<file path="src/rtl/lfsr_delay_pkg.sv">
// -----------------------------------------------------------------------------
// lfsr_delay_pkg
//  Shared types and widths for the LFSR-driven random delay timer.
//  Contents:
//   delay_state_t  FSM state encoding (IDLE, COUNT, DONE, MEASURE)
//   DELAY_W        width of the random value, captured delay and tick count
//   REACT_W        width of the reaction-time counter
// -----------------------------------------------------------------------------
package lfsr_delay_pkg;

   typedef enum logic [1:0] {
      IDLE    = 2'd0,
      COUNT   = 2'd1,
      DONE    = 2'd2,
      MEASURE = 2'd3
   } delay_state_t;

   localparam int DELAY_W = 8;
   localparam int REACT_W = 16;

endpackage : lfsr_delay_pkg

</file>
<file path="src/rtl/lfsr_delay_timer.sv">
// -----------------------------------------------------------------------------
// lfsr_delay_timer
//  Turns the current LFSR value into a random delay. A trigger in IDLE
//  captures K = max(rnd, MIN_DELAY); the block then counts K time-base ticks
//  and pulses time_out for one cycle. lfsr_en pulses once per accepted
//  trigger so the LFSR advances once per delay. All outputs are registered.
//
//  Optional feature (macro LFSR_DELAY_REACTION_EN): after time_out the FSM
//  enters MEASURE and counts clk cycles (saturating) until react, then reports
//  the count on react_time with a one-cycle react_valid pulse.
//
//  Ports
//   clk          in   1        system clock, rising edge
//   rst          in   1        asynchronous reset, active low
//   tick         in   1        one-cycle time-base strobe
//   trigger      in   1        start request, honoured only in IDLE
//   abort        in   1        synchronous cancel, wins over everything but rst
//   rnd          in   WIDTH    LFSR value, sampled on an accepted trigger
//   lfsr_en      out  1        one-cycle pulse in the cycle after capture
//   busy         out  1        high in every state except IDLE
//   count        out  WIDTH    remaining ticks, 0 when idle
//   time_out     out  1        one-cycle pulse when the delay expires
//   react        in   1        (macro only) player response strobe
//   react_time   out  REACT_W  (macro only) cycles from time_out to react
//   react_valid  out  1        (macro only) pulse when react_time updates
// -----------------------------------------------------------------------------
module lfsr_delay_timer
   import lfsr_delay_pkg::*;
#(
   parameter int WIDTH     = DELAY_W,
   parameter int MIN_DELAY = 1
) (
   input  logic               clk,
   input  logic               rst,
   input  logic               tick,
   input  logic               trigger,
   input  logic               abort,
   input  logic [WIDTH-1:0]   rnd,
   output logic               lfsr_en,
   output logic               busy,
   output logic [WIDTH-1:0]   count,
`ifdef LFSR_DELAY_REACTION_EN
   input  logic               react,
   output logic [REACT_W-1:0] react_time,
   output logic               react_valid,
`endif
   output logic               time_out
);

   localparam logic [WIDTH-1:0] MIN_LOAD = WIDTH'(MIN_DELAY);

   delay_state_t     r_state;
   delay_state_t     w_state_nxt;
   logic [WIDTH-1:0] r_count;
   logic [WIDTH-1:0] w_count_nxt;
   logic             r_lfsr_en;
   logic             r_busy;
   logic             r_time_out;
   logic             w_accept;
   logic             w_expire;

`ifdef LFSR_DELAY_REACTION_EN
   logic [REACT_W-1:0] r_react_cnt;
   logic [REACT_W-1:0] w_react_cnt_nxt;
   logic [REACT_W-1:0] r_react_time;
   logic               r_react_valid;
   logic               w_react_hit;
`endif

   // A trigger is taken only in IDLE, and abort always wins over it.
   assign w_accept = (r_state == IDLE) && trigger && !abort;

   // "<= 1" rather than "== 1" so a zero load (MIN_DELAY = 0) still finishes
   // after one tick instead of wrapping.
   assign w_expire = (r_state == COUNT) && tick && (r_count <= WIDTH'(1));

`ifdef LFSR_DELAY_REACTION_EN
   assign w_react_hit = (r_state == MEASURE) && react && !abort;
`endif

   // ---------------------------------------------------------------------------
   // State register
   // ---------------------------------------------------------------------------
   // NOTE: sequential state uses non-blocking assignments so every flop samples
   // the pre-edge values of the others, independent of process ordering.
   always_ff @(posedge clk or negedge rst) begin
      if (!rst) r_state <= IDLE;
      else      r_state <= w_state_nxt;
   end

   // ---------------------------------------------------------------------------
   // Next-state logic
   // ---------------------------------------------------------------------------
   // NOTE: every combinational output gets a default first, so no path leaves a
   // signal unassigned and no latch is inferred.
   always_comb begin
      w_state_nxt = r_state;
      if (abort) begin
         w_state_nxt = IDLE;
      end else begin
         case (r_state)
            IDLE:    if (trigger)  w_state_nxt = COUNT;
            COUNT:   if (w_expire) w_state_nxt = DONE;
`ifdef LFSR_DELAY_REACTION_EN
            DONE:    w_state_nxt = MEASURE;
            MEASURE: if (react)    w_state_nxt = IDLE;
`else
            DONE:    w_state_nxt = IDLE;
            MEASURE: w_state_nxt = IDLE;
`endif
            default: w_state_nxt = IDLE;
         endcase
      end
   end

   // ---------------------------------------------------------------------------
   // Output / datapath next values
   // ---------------------------------------------------------------------------
   always_comb begin
      w_count_nxt = r_count;
      if (abort) begin
         w_count_nxt = '0;
      end else if (w_accept) begin
         w_count_nxt = (rnd < MIN_LOAD) ? MIN_LOAD : rnd;
      end else if ((r_state == COUNT) && tick && (r_count != '0)) begin
         // A tick coinciding with the trigger never reaches here: the FSM is
         // still in IDLE during that cycle.
         w_count_nxt = r_count - WIDTH'(1);
      end
`ifdef LFSR_DELAY_REACTION_EN
      w_react_cnt_nxt = r_react_cnt;
      if (r_state == DONE) begin
         // Cleared during the time_out cycle so MEASURE starts at 0.
         w_react_cnt_nxt = '0;
      end else if ((r_state == MEASURE) && (r_react_cnt != '1)) begin
         w_react_cnt_nxt = r_react_cnt + REACT_W'(1);
      end
`endif
   end

   // Output registers: pulses and busy are computed from the next state so
   // they line up with the state they describe.
   always_ff @(posedge clk or negedge rst) begin
      if (!rst) begin
         r_count    <= '0;
         r_lfsr_en  <= 1'b0;
         r_busy     <= 1'b0;
         r_time_out <= 1'b0;
      end else begin
         r_count    <= w_count_nxt;
         r_lfsr_en  <= w_accept;
         r_busy     <= (w_state_nxt != IDLE);
         r_time_out <= (w_state_nxt == DONE);
      end
   end

`ifdef LFSR_DELAY_REACTION_EN
   always_ff @(posedge clk or negedge rst) begin
      if (!rst) begin
         r_react_cnt   <= '0;
         r_react_time  <= '0;
         r_react_valid <= 1'b0;
      end else begin
         r_react_cnt   <= w_react_cnt_nxt;
         r_react_valid <= w_react_hit;
         if (w_react_hit) r_react_time <= r_react_cnt;
      end
   end

   assign react_time  = r_react_time;
   assign react_valid = r_react_valid;
`endif

   assign lfsr_en  = r_lfsr_en;
   assign busy     = r_busy;
   assign count    = r_count;
   assign time_out = r_time_out;

endmodule : lfsr_delay_timer

</file>
<file path="config.mk">
export PLATFORM = sky130hd
export DESIGN_NAME = lfsr_delay_timer
export DESIGN_NICKNAME = d
export VERILOG_FILES = /design/src/rtl/lfsr_delay_pkg.sv /design/src/rtl/lfsr_delay_timer.sv
export SDC_FILE = /design/constraint.sdc
export NUM_CORES = 1
export LEC_CHECK = 0
export CORE_MARGIN = 3
export CORE_UTILIZATION = 35
export CTS_BUF_LIST = sky130_fd_sc_hd__clkbuf_16
export CTS_CLUSTER_SIZE = 8
export DETAILED_ROUTE_END_ITERATION = 8
export HOLD_SLACK_MARGIN = 0.03
export SLEW_MARGIN = 10
export SYNTH_ARGS = -nofsm -noshare
export SYNTH_HDL_FRONTEND = slang
export SYNTH_SLANG_ARGS = --single-unit
</file>
<file path="constraint.sdc">
create_clock -name clk -period 2.3 [get_ports clk]
set_input_delay 0.575 -clock clk [delete_from_list [all_inputs] [get_ports clk]]
set_output_delay 0.575 -clock clk [all_outputs]
set_load 0.05 [all_outputs]
</file>
==> results.txt <==
Result of the run -> finished, final reports clean
Combined buffer and inverter count along the critical path -> 1
VDD IR max -> 0.461 mV
Maximum number of pins on one net before global-route repair -> 14
Post-route cell area -> 0.00117 mm^2
Setup repair after global routing missed its margin -> false
Nets@finish -> 126
Adder and majority gate portion of the synthesized area -> 0.0308
Count of buffers inserted at the top-level ports -> 23
Setup Crit Path Kind -> reg -> out
Post-synthesis xor/xnor area fraction -> 0
Level count of the clock H-tree -> 1
Number of buffers inserted for hold repair after clock tree synthesis -> 0
Die Span Y -> 54.2 um
CTS tree -> built
Async S/R FF share, synth -> 1.00
Area after DPL -> 0.00109 mm^2
First-pass GRT wire length -> 3.39 mm
Share of synthesized area occupied by flip-flops and latches -> 0.400
Routability-driven placement congestion ratio -> 0.829
Detailed Route Iter0 Violations -> 27
Slowest cell on crit path -> clkdlybuf4s50_1
Non-filler cells, final -> 137
First-pass iteration count of the detailed router -> 4
Number of hold violations in the final report -> 0
Maximum number of buffers from clock root to sink -> 2
Static Leak -> 0.000487 uW
Standard-cell row count -> 16
Post-Synth Simple-Gate Area -> 0.322
Post-synth cell types -> 41
Slew of the pin with the lowest slew margin -> 0.608 ns
Synth top area cells -> dfrtp_1 40%, nor2_1 6.0%, ha_1 3.1%
Antenna cells -> 0
Area grow syn2layout -> 43.8%
Largest incremental delay on the critical path -> 0.86 ns
Total clock sinks -> 13
Number of global-route vias before repair -> 750
Final Max Tran Viols -> 0
Share of the synthesized area in compound gates (AO/OA/AOI/OAI) -> 0.180
Die Outline Area -> 0.00294 mm^2
Final setup fails -> 0
Antenna violations before repair -> 0
Overall die width -> 54.2 um
Post-cts sizing count -> 0
Clock root cell -> clkbuf_16
Clock buffer count from CTS -> 3
Worst Path Arrival -> 1.59 ns
Vias per inst -> 5.50
Net count after synthesis -> 96
Number of instances in the placed design -> 133
Setup slack on the worst flop-to-flop path -> 0.56 ns
Antenna Violating Nets Remaining -> 0
Count of flip-flops with a built-in enable after synthesis -> 0
Sort of element at the start of the critical path -> flip-flop
Per-cell routed wire length -> 15.0 um
CP max FO -> 7
Critical path data required time -> 1.73 ns
Final Worst Setup Slack -> 0.140 ns
Kind of end point of the critical path -> primary output
Total wire length after detailed routing -> 2.06 mm
Max-slew headroom at the worst pin -> 0.594
Post-synthesis mux area share -> 0.0246
Clock Skew -> 0.00194 ns
I/O pin total -> 24
Part of the cycle the worst path needs -> 0.939
Summed negative setup slack over all endpoints -> 0 ns
Post-synthesis register bit count -> 13
Clock insertion delay at the later pin of the skew report -> 0.24 ns
Vias post-DR -> 754
Fin crit period -> 2.16 ns
Max-cap check violation count -> 0
Crit-path leading delay family -> buffers and inverters
Post-placement setup slack -> 0.133 ns
Clock slew at the register clock pins of the worst setup and hold paths -> 0.05 ns
Post-synth design cell area -> 813 um^2
Hpwl dp -> 1.54 mm
Pwr dens -> 816 mW/mm^2
Global-route usage over all layers -> 0.166
Dominant combinational cell family by area after synthesis -> simple AND/OR/NAND/NOR gates
Fraction of final layout cells with drive strength greater than 1 -> 0.145
Number of remaining DRC errors -> 0
Synthesized instance count -> 81
Most used flip-flop cell after synthesis -> dfrtp_1
CP cell instances -> clkdlybuf4s50_1
Worst Hold Class -> reg -> reg
Share of the synthesized area in the top cell type -> 0.400
Aggregate global routing overflow -> 0
Number of warning messages in the yosys log -> 0
# Post-CTS Setup Buffers -> 0
Fmax -> 463 MHz
Core Box Area -> 0.00208 mm^2
Syn_area_per_cell -> 10.0 um^2
Starting utilization of the core area -> 0.391
Library cell occupying the most area in the post-synthesis netlist -> dfrtp_1
## worst paths after layout
check	startpoint	end	depth (start not counted)
max reg2reg	count[0]	count[6]	6
min	count[1]	count[1]	2
max	count[2]	count[2]	1
min in group asynchronous	rst	time_out	1
min reg2reg	count[1]	count[1]	2
max in group asynchronous	rst	count[2]	1
## state kept, by name (all words and copies together) (netlist names)
register	count
count	8
r_state	2
busy	1
lfsr_en	1
time_out	1
## metal layers
layer	track usage	share of wire	vias to the layer above	routed length (um)
met2	0.249	0.45	23	922
met5	0	0	-	0
met1	0.224	0.48	361	991
met3	0.0554	0.060	4	123
met4	0.0498	0.011	0	22
li1	-	-	366	-
## cells by family (layout without fill, tap and decap cells)
| family | after synthesis | count (layout) |
|---|---|---|
| compound gates | 19 | 19 |
| mux | 2 | 2 |
| fa+ha+maj | 2 | 2 |
| buf+inv | 6 | 35 |
| flops | 13 | 13 |
| simple gates | 39 | 39 |
## cell usage in the layout, fill, tap and decap left out, types with 2 or more instances in the layout
| cell type | n |
|---|---|
| a211oi_1 | 2 |
| buf_4 | 5 |
| clkbuf_16 | 3 |
| clkdlybuf4s50_1 | 23 |
| dfrtp_1 | 13 |
| ha_1 | 2 |
| inv_1 | 4 |
| mux2i_1 | 2 |
| nand2_1 | 3 |
| nand3_1 | 3 |
| nor2_1 | 13 |
| nor3_1 | 4 |
| o21ai_0 | 4 |
| o22a_1 | 2 |
## final cells by class
class,instances,area (um^2)
Clock buffer,3,75.1
Clock inverter,1,3.75
Fill cell,199,912
Inverter,3,11.3
Multi-Input combinational cell,62,453
Sequential cell,13,325
Tap cell,27,33.8
Timing Repair Buffer,28,268
## Yosys cell counts, drive strengths merged (2+ instances only)
master  instances
buf             2
nand3b          2
o21ai           4
inv             3
nor4            3
dfrtp          13
a211oi          2
nor3            4
nor2           14
mux2i           2
nand2           3
ha              2
nand3           3
nor4b           2
o22a            2
a311oi          2
a31o            2
## power breakdown
group          total (uW)  internal (uW)  switching [uW]  leakage, uW
combinational         321            135             185     0.000274
clock                 333            230             103    0.0000423
sequential            300            255            45.3     0.000171
total                 954            620             334     0.000487
## per-stage QoR
| step | hold slack, ns | utilization | total power [uW] |
|---|---|---|---|
| CTS | 0.646 | 0.562 | 958 |
| detailed placement | 0.636 | 0.524 | 623 |
| finish | 0.648 | 0.562 | 954 |
| floorplan | 0.279 | - | 511 |
| global route | 0.696 | 0.562 | 999 |
| global placement | 0.644 | 0.524 | 625 |
No activity file was read; power rests on OpenSTA's default activity.
